`config.mk`:
```
export PLATFORM = sky130hd
export DESIGN_NAME = seven_segment_scan_decoder
export DESIGN_NICKNAME = d
export VERILOG_FILES = /design/src/rtl/seven_segment_scan_decoder.sv
export SDC_FILE = /design/constraint.sdc
export NUM_CORES = 1
export LEC_CHECK = 0
export CAP_MARGIN = 20
export CORE_ASPECT_RATIO = 0.7
export CORE_UTILIZATION = 53
export CTS_CLUSTER_SIZE = 24
export DETAILED_ROUTE_END_ITERATION = 10
export GPL_TIMING_DRIVEN = 0
export PLACE_DENSITY = 0.82
export SLEW_MARGIN = 5
export SYNTH_ARGS = -nofsm -noshare
export SYNTH_HDL_FRONTEND = slang
export SYNTH_SLANG_ARGS = --single-unit
export TNS_END_PERCENT = 30
```
`constraint.sdc`:
```
create_clock -name clk -period 3.08 [get_ports clk]
set_input_delay 0.616 -clock clk [delete_from_list [all_inputs] [get_ports clk]]
set_output_delay 0.616 -clock clk [all_outputs]
set_load 0.05 [all_outputs]
```
`src/rtl/seven_segment_scan_decoder.sv`:
```
// Seven-segment scan decoder: watches a multiplexed segment bus, waits for each
// {digit_en, seg} pattern to settle, and recovers the hex nibble shown on each digit.
module seven_segment_scan_decoder #(
    parameter int unsigned NUM_DIGITS    = 4,
    parameter int unsigned STABLE_CYCLES = 4
) (
    input  logic                    clk,
    input  logic                    reset_n,
    input  logic [6:0]              seg,
    input  logic [NUM_DIGITS-1:0]   digit_en,
    input  logic                    clear,
    output logic [4*NUM_DIGITS-1:0] hex_value,
    output logic [NUM_DIGITS-1:0]   digit_valid,
    output logic                    frame_done,
    output logic                    pattern_err,
    output logic                    select_err,
    output logic [7:0]              err_count
);

    localparam int unsigned SW     = NUM_DIGITS + 7;
    localparam logic [7:0]  STABLE = 8'(STABLE_CYCLES);

    logic [SW-1:0]         r_sample;
    logic [7:0]            r_count;
    logic                  r_strobe;
    logic [NUM_DIGITS-1:0] r_seen;

    logic [SW-1:0]         w_in;
    logic                  w_differ;
    logic [7:0]            w_count_d;
    logic                  w_fire;
    logic [NUM_DIGITS-1:0] w_en;
    logic [6:0]            w_seg;
    logic                  w_onehot;
    logic                  w_legal;
    logic [3:0]            w_nibble;
    logic [NUM_DIGITS-1:0] w_seen_set;

    assign w_in     = {digit_en, seg};
    assign w_differ = (w_in != r_sample);

    // Stability counter next state: restart on change, saturate at the threshold.
    always_comb begin
        if (w_differ) begin
            w_count_d = 8'd1;
        end else if (r_count == STABLE) begin
            w_count_d = r_count;
        end else begin
            w_count_d = r_count + 8'd1;
        end
    end

    // Fire only on the edge where the count first lands on the threshold.
    assign w_fire = (w_count_d == STABLE) && (w_differ || (r_count != STABLE));

    // Sample register, stability count and the registered capture strobe.
    always_ff @(posedge clk or negedge reset_n) begin
        if (!reset_n) begin
            r_sample <= '0;
            r_count  <= 8'd0;
            r_strobe <= 1'b0;
        end else begin
            if (w_differ) begin
                r_sample <= w_in;
            end
            r_count  <= w_count_d;
            r_strobe <= w_fire;
        end
    end

    assign w_en       = r_sample[SW-1:7];
    assign w_seg      = r_sample[6:0];
    assign w_onehot   = (w_en != '0) && ((w_en & (w_en - 1'b1)) == '0);
    assign w_seen_set = r_seen | w_en;

    // Segment pattern to nibble decode of the settled sample.
    always_comb begin
        w_legal  = 1'b1;
        w_nibble = 4'h0;
        case (w_seg)
            7'h3F: w_nibble = 4'h0;
            7'h06: w_nibble = 4'h1;
            7'h5B: w_nibble = 4'h2;
            7'h4F: w_nibble = 4'h3;
            7'h66: w_nibble = 4'h4;
            7'h6D: w_nibble = 4'h5;
            7'h7D: w_nibble = 4'h6;
            7'h07: w_nibble = 4'h7;
            7'h7F: w_nibble = 4'h8;
            7'h6F: w_nibble = 4'h9;
            7'h77: w_nibble = 4'hA;
            7'h7C: w_nibble = 4'hB;
            7'h39: w_nibble = 4'hC;
            7'h5E: w_nibble = 4'hD;
            7'h79: w_nibble = 4'hE;
            7'h71: w_nibble = 4'hF;
            default: w_legal = 1'b0;
        endcase
    end

    // Capture action: update the selected digit and status; clear overrides status only.
    always_ff @(posedge clk or negedge reset_n) begin
        if (!reset_n) begin
            hex_value   <= '0;
            digit_valid <= '0;
            r_seen      <= '0;
            frame_done  <= 1'b0;
            pattern_err <= 1'b0;
            select_err  <= 1'b0;
            err_count   <= 8'd0;
        end else begin
            frame_done <= 1'b0;
            if (r_strobe && w_onehot && w_legal) begin
                for (int i = 0; i < NUM_DIGITS; i++) begin
                    if (w_en[i]) begin
                        hex_value[4*i +: 4] <= w_nibble;
                    end
                end
            end
            if (clear) begin
                digit_valid <= '0;
                r_seen      <= '0;
                pattern_err <= 1'b0;
                select_err  <= 1'b0;
                err_count   <= 8'd0;
            end else if (r_strobe) begin
                if (!w_onehot) begin
                    select_err <= 1'b1;
                end else if (w_legal) begin
                    digit_valid <= digit_valid | w_en;
                    if (w_seen_set == '1) begin
                        r_seen     <= '0;
                        frame_done <= 1'b1;
                    end else begin
                        r_seen <= w_seen_set;
                    end
                end else begin
                    digit_valid <= digit_valid & ~w_en;
                    pattern_err <= 1'b1;
                    if (err_count != 8'hFF) begin
                        err_count <= err_count + 8'd1;
                    end
                end
            end
        end
    end

endmodule
```
-- Yosys cells after proc, flatten, opt, wreduce, memory -nomap -nowiden
Index checks and enable logic that the tools add are counted.
- register bits: 55
- bits of input ports: 14
- output and inout port bits: 31
- $add $sub $neg: 3
- equal/unequal tests: 24
- multiplexer cells: 30
- bitwise logic cells: 5
- reductions and logical operators: 21
- operators by type and width (operator ; number):
    equality test 7 bit (second input constant) ; 12
    case mux 4 bit (15 select lines) ; 1
    two-way mux 8 bit ; 7
    two-way mux 4 bit ; 9
    adder 8 x 1 -> 8 bit (second input constant) ; 2
    equality test 8 x 3 -> 1 bit (second input constant) ; 2
    OR reduction 16 bit ; 1
    equality test 7 x 3 -> 1 bit (second input constant) ; 2
    equality test 7 x 6 -> 1 bit (second input constant) ; 2
    two-way mux 1 bit ; 13
    AND reduction 2 bit ; 6
    != test 11 bit ; 1
    bitwise AND 4 bit ; 2
    != test 8 x 3 -> 1 bit (second input constant) ; 1
    != test 8 bit (second input constant) ; 1
    bitwise OR 4 bit ; 2
    nonzero test 2 bit ; 4
    AND reduction 3 bit ; 2
    equality test 4 bit (second input constant) ; 1
    logical AND 1 bit ; 4
    zero test 4 bit ; 1
    != test 2 bit (second input constant) ; 2
    inverter 4 bit ; 1
    AND reduction 4 bit ; 1
    3 further kinds ; 3

-- Logic depth before layout (Yosys ltp)
Gate-level depths: netlist of the first run.
- depth after elaboration: 7
- mapped depth: 8
- gate-level depth less buffers: 6

-- Worst setup path before layout of the first run
Ideal clock, no wire load.
- path kind: register to register
- start: register r_sample[2]
- end: register err_count[7]
- library setup time: 0.078 ns
- arrival: 2.070 ns
- required time: 3.002 ns
- path slack: 0.932 ns
- stages on the path, launching flop included: 9
- cells stage by stage: dfrtp_1 -> buf_6 -> nand3b_1 -> o32ai_1 -> a2111oi_4 -> nand4_4 -> buf_6 -> or3_1 -> a21oi_1
- word-level cells in the longest chain between the ends: 5
- ends and longest elaborated chain (item ; line ; RTL):
    start, declared ; 23 ; logic [SW-1:0] r_sample;
    start signal, assigned ; 64 ; r_sample <= w_in;
    equality test 7 bit (tied with other cells) ; 80 ; case (w_seg)
    OR reduction 16 bit (no line) (*) ; - ;
    two-way mux 1 bit (*) ; 80 ;
    != test 2 bit (no line) (*) ; - ;
    AND reduction 4 bit (no line) (*) ; - ;
    end signal, assigned ; 141 ; err_count <= err_count + 8'd1;
    end, declared ; 17 ; output logic [7:0] err_count
Every way passes the cells marked *; elsewhere a longest branch is shown, timed or not.
A chain may end at the register's enable or synchronous reset.

-- Worst setup path in the final report of the first run
- start: register r_sample[4]
- end: register hex_value[12]
- word-level cells in the longest chain between the ends: 5
- ends and longest elaborated chain (item ; line ; RTL):
    equality test 7 bit (tied with other cells) ; 80 ;
    OR reduction 16 bit (no line) ; - ;
    two-way mux 1 bit ; 80 ;
    logical AND 1 bit ; 113 ; if (r_strobe && w_onehot && w_legal) begin
    AND reduction 2 bit (no line) ; - ;
    end signal, assigned by index ; 116 ; hex_value[4*i +: 4] <= w_nibble;
    end, declared ; 12 ; output logic [4*NUM_DIGITS-1:0] hex_value,
Several ways; a longest one is shown, not always the timed one.

==> results of run 1 <==
-- through the flow --
step / cell area [µm²] / TNS (ps) / hold WS, ps / std cells
final: 3400 / 0 / 319 / 392
after CTS: 3400 / 0 / 336 / 392
after global placement: 3290 / -12360 / 463 / 383
after detailed placement: 3310 / 0 / 476 / 384
after global routing: 3400 / 0 / 370 / 392
after floorplan: 2770 / 0 / 320 / 270
-- path summary, 6_finish.rpt --
check	end	slack (ps)	cells after the start
setup / recovery	hex_value[12]	580	7
hold / removal	r_sample[2]	320	1
setup reg to reg	hex_value[12]	580	7
hold reg to reg	hex_value[2]	500	1
max in group asynchronous	err_count[5]	2170	2
min in group clk	hex_value[2]	500	1
-- flip-flops by register name, summed over array words and instances (netlist names) --
| register | flops |
|---|---|
| r_seen | 4 |
| err_count | 8 |
| digit_valid | 4 |
| r_count | 8 |
| r_sample | 11 |
| frame_done | 1 |
| r_strobe | 1 |
| hex_value | 16 |
| select_err | 1 |
| pattern_err | 1 |
-- power by group --
| part | switching (µW) | leakage (µW) | internal, µW |
|---|---|---|---|
| Clock | 246 | 0.0000408 | 163 |
| Sequential | 7.44 | 0.000738 | 729 |
| Combinational | 63.5 | 0.000648 | 48.0 |
| Total | 317 | 0.00143 | 940 |
-- placed cells by master, fill, tap and decap left out, drive strengths merged --
cell type,count
a2111oi,1
a211o,2
a21o,5
a21oi,25
a311oi,1
a31oi,2
and3,2
and3b,1
buf,10
clkbuf,19
clkdlybuf4s50,43
clkinvlp,2
dfrtp,55
ha,3
inv,11
mux2,12
mux2i,1
nand2,21
nand3,10
nand3b,3
nand4,7
nand4b,3
nor2,22
nor2b,1
nor3,6
nor3b,1
nor4,3
o2111ai,1
o21ai,5
o22ai,3
o31ai,4
o32a,1
o32ai,2
or3,7
or3b,4
or4,2
xnor2,6
xor2,16
-- critical path: cells and delay by family, from the launching register on --
kind            cells  cell delay, ps
compound gates      3            1050
buf+inv             1             160
flops               1             420
mux                 1             380
simple gates        2             390
-- cell usage after synthesis (6+ instances only) --
master	number	area, µm²
xor2_1	16	140
a21oi_1	24	120
nand4_1	6	37.5
or3_1	7	43.8
nor2_1	22	82.6
dfrtp_1	55	1380
nor3_1	6	30.0
mux2_2	12	135
nand3_1	9	45.0
nand2_1	21	78.8
clkbuf_1	14	52.6
inv_1	10	37.5
xnor2_1	6	52.6
-- cell families after synthesis --
logic type / share of synthesized area (%)
xor gates and xnor gates: 6.96
DFF: 49.7
adders and majority gates: 1.36
buffers and inverters: 5.79
AOI/OAI and AO/OA: 12.7
muxes: 5.24
and+or+nand+nor: 18.2
-- metal layers --
metal  part of all wire [%]  GRT usage, %
met1                     49          34.8
met3                    4.9          3.96
met5                      0             0
met4                   0.95          6.05
met2                     45          34.5
-- final cells by class --
type	count	area, µm²	area share, %
flip-flops and latches	55	1380	40.5
multi-input cells	183	1230	36.2
repair buffers	45	455	13.4
plain buffers	22	123	3.60
well taps	69	86.3	2.54
clock buffers	5	68.8	2.02
inverters	10	37.5	1.10
clock inverters	3	23.8	0.699
==> results.toml, run 1 <==
[timing]
min_period_over_period_pct = 81.1
relSlewSlack_pct = 54.9
worst_slack_ps = 581
period_needed_ps = 2500
rsz0062_at_grt = "false"
worst_pin_slew_ps = 677
max_freq_ghz = 0.400
slew_violations = 0
final.setup_skew_ps = 11.0
setup_viol = 0
report.final.hold_viol_count = 0

[detailed_routing]
avgViaCountPerCell = 5.57
drt-initial-drc-count = 144
dr_total_vias = 2183
drc = 0
first_pass_iters = 5
final_antenna_net_count = 0
wl_per_cell_um = 14.7
routed_wl_um = 5760

[synth]
ys_types = 42
ys.flop_type = "dfrtp_1"
ys_ff_latch = 55
syn_nets = 287
synth_cells = 270
ys_seq_area_share_pct = 49.7
postSynth.asyncResetShare_pct = 100
synth-edff-count = 0
syn_area_mm2 = 0.00277
synth.avg_cell_area_um2 = 10.3
yosysWarnings = 0

[setup_path]
slowest_delay_ps = 710
end_kind = "flop"
path_max_fanout = 10
required_ps = 3280
critPathKind = "flop to flop"
critPathArrivalTime_ps = 2700
startpoint_type = "flop"
reg2reg_from = "r_sample[4]"
cp-startpoint = "r_sample[4]"
crit_chain = "buf_6 -> nand3_2 -> o32ai_1 -> a2111oi_4 -> a21oi_2 -> nand2_1 -> mux2_2"
crit_slowest_cell = "a2111oi_4"

[layout]
fin_nets = 339
nFillCells = 384
drive_gt1_share_pct = 13.0
syn2layout_area_growth_pct = 22.9
fin_util_pct = 69.6
diodes = 0

[clock_tree]
h-tree-depth = 2
cts_buffer_depth = 2
cts-buffers-inserted = 5
post_cts_resized = 0
clkSinkCount = 55
holdBufCountCts = 0
cts_setup_buffers = 0
cts_tree = "done"
insertion_delay_ps = 310
clockRootBuffer = "clkbuf_8"
clkTransAtPathRegs_ps = 110

[power_and_ir_drop]
max-vdd-ir-drop_v = 0.000371
p_leak_uw = 0.00143
finalPower_uw = 1260
power_density_mw_per_mm2 = 369

[placement]
place_congestion = 0.839
place_worst_setup_slack_ps = 638
dp_hpwl_um = 4220
portBuffers = 44

[min_path]
hold_class = "primary input to async pin"

[floorplanning]
core_mm2 = 0.00489
die_area_mm2 = 0.00552
die_h_um = 62.5
die_w_um = 88.4
start_util_pct = 56.6
ioPinCount = 45
rows = 21

[global_route]
grt_pass1_vias = 2034
grt_pass1_wl_um = 9790
grt_max_degree = 30
antenna_found_initial = 0
overflow = 0
grt.total_usage_pct = 23.1

[job]
maxCapViolations = 0

[status]
status = "finished, final reports clean"
Note: power is estimated with default switching activity, not from simulation.
==> inputs of run 2 (changes only) <==
- clock period: 3.08 -> 2.5 ns (I/O delays scaled with it)
==> results.toml, run 2 (synthesized netlist as in run 1, its figures left out) <==
[layout]
drive_gt1_share_pct = 16.4
seq_area_mm2 = 0.00138
finalInstanceArea_mm2 = 0.00348
largest_register_ff_count = 16
diodes = 0
top_regs = "hex_value (16), r_sample (11)"
final_common_cell = "dfrtp_1"
fin_nets = 345
layout_common_cells = "dfrtp_1 (55), clkdlybuf4s50_1 (43), a21oi_1 (24)"
fin_util_pct = 71.1
fin_cells = 398
top_register = "hex_value"
multiInputGateArea_mm2 = 0.00126
nFillCells = 374
syn2layout_area_growth_pct = 25.6

[setup_path]
crit_buf_inv = 1
end_kind = "flop"
crit_top_cell = "a21oi_1"
crit_chain = "buf_6 -> or3b_2 -> a21oi_1 -> a311oi_2 -> nand4_4 -> or4_1 -> a21oi_1"
cpLargestDelayFamily = "simple AND/OR/NAND/NOR gates"
crit_slowest_cell = "or4_1"
required_ps = 2730
path_max_fanout = 10
slowest_delay_ps = 500
critPathKind = "flop to flop"
critPathArrivalTime_ps = 2600
startpoint_type = "flop"

[clock_tree]
h-tree-depth = 2
insertion_delay_ps = 320
cts_buffer_depth = 2
cts_tree = "done"
cts-buffers-inserted = 5
clockRootBuffer = "clkbuf_8"
clkTransAtPathRegs_ps = 110
clkSinkCount = 55
holdBufCountCts = 0

[timing]
holdWs_ps = 203
rsz0062_at_grt = "false"
setup_viol = 0
final.setup_skew_ps = 11.8
worst_pin_slew_ps = 676
slew_violations = 0
report.final.hold_viol_count = 0
max_freq_ghz = 0.422
period_needed_ps = 2370
min_period_over_period_pct = 94.7
relSlewSlack_pct = 54.9

[placement]
dp_hpwl_um = 4220
dpl.cell_count = 384
placement.cell_area_mm2 = 0.00331
portBuffers = 44
place_congestion = 0.839

[global_route]
grt_pass1_vias = 2034
grt_pass1_wl_um = 9790
grt.total_usage_pct = 23.1
antenna_found_initial = 0
grt_max_degree = 30
overflow = 0

[power_and_ir_drop]
switching_share_pct = 25.5
combinationalPowerShare_pct = 9.2
p_sw_uw = 397
max-vdd-ir-drop_v = 0.000456
power_density_mw_per_mm2 = 448
p_int_uw = 1160
clkPwrFrac_pct = 32.6
p_leak_uw = 0.00146
seqPwrFrac_pct = 58.3

[detailed_routing]
final_antenna_net_count = 0
avgViaCountPerCell = 5.52
first_pass_iters = 4
dr_total_vias = 2198
drc = 0
routed_wl_um = 5920
drt-initial-drc-count = 99
wl_per_cell_um = 14.9

[job]
maxCapViolations = 0

[floorplanning]
die_area_mm2 = 0.00552
die_h_um = 62.5
ioPinCount = 45
rows = 21
start_util_pct = 56.6
die_w_um = 88.4
core_mm2 = 0.00489

[min_path]
hold_class = "primary input to async pin"

[status]
status = "finished, final reports clean"
## run 2: cell types whose count changed in the layout (fill, tap and decap cells not counted), sizes merged
cell  delta
buf      +6
## run 2: power by group through the flow
stage	Sequential, µW	Combinational (µW)	Clock (µW)
after floorplan	922	75.1	0
after global placement	924	131	0
after detailed placement	925	137	0
after CTS	907	138	520
after global routing	909	156	565
final	908	143	508
## run 2: through the flow
stage	setup WS (ps)	power [µW]	TNS [ps]
2_1_floorplan	352	997	0
3_3_place_gp	-691	1060	-37880
3_5_place_dp	58.2	1060	0
4_1_cts	24.3	1560	0
5_1_grt	24.4	1630	0
6_report	133	1560	0
## run 2: final timing paths
check | from | end | slack [ps] | depth (start not counted)
setup / recovery | r_sample[3] | err_count[5] | 130 | 7
hold / removal | reset_n | r_sample[2] | 200 | 1
setup reg to reg | r_sample[3] | err_count[5] | 130 | 7
hold reg to reg | hex_value[10] | hex_value[10] | 500 | 1
max in group asynchronous | reset_n | err_count[5] | 1710 | 2
min in group clk | hex_value[10] | hex_value[10] | 500 | 1
## run 2: layout make-up
| type | instances | share of cell area, % |
|---|---|---|
| sequential | 55 | 39.6 |
| multi-input combinational | 183 | 36.2 |
| timing repair buffer | 51 | 14.3 |
| buffer | 22 | 3.64 |
| tap | 69 | 2.48 |
| clock buffer | 5 | 1.98 |
| inverter | 10 | 1.08 |
| clock inverter | 3 | 0.684 |
## run 2: routing by layer
| layer | global-route usage (%) | up-vias | routed length (µm) |
|---|---|---|---|
| li1 | - | 1069 | - |
| met1 | 34.8 | 1062 | 2930 |
| met2 | 34.5 | 60 | 2650 |
| met3 | 3.96 | 7 | 283 |
| met4 | 6.05 | 0 | 57 |
| met5 | 0 | - | 0 |
## run 2: what timing repair did
action / CTS / global route
buffers inserted: 0 / 5
endpoints found under the setup margin: 0 / 19
resized for setup: 0 / 8
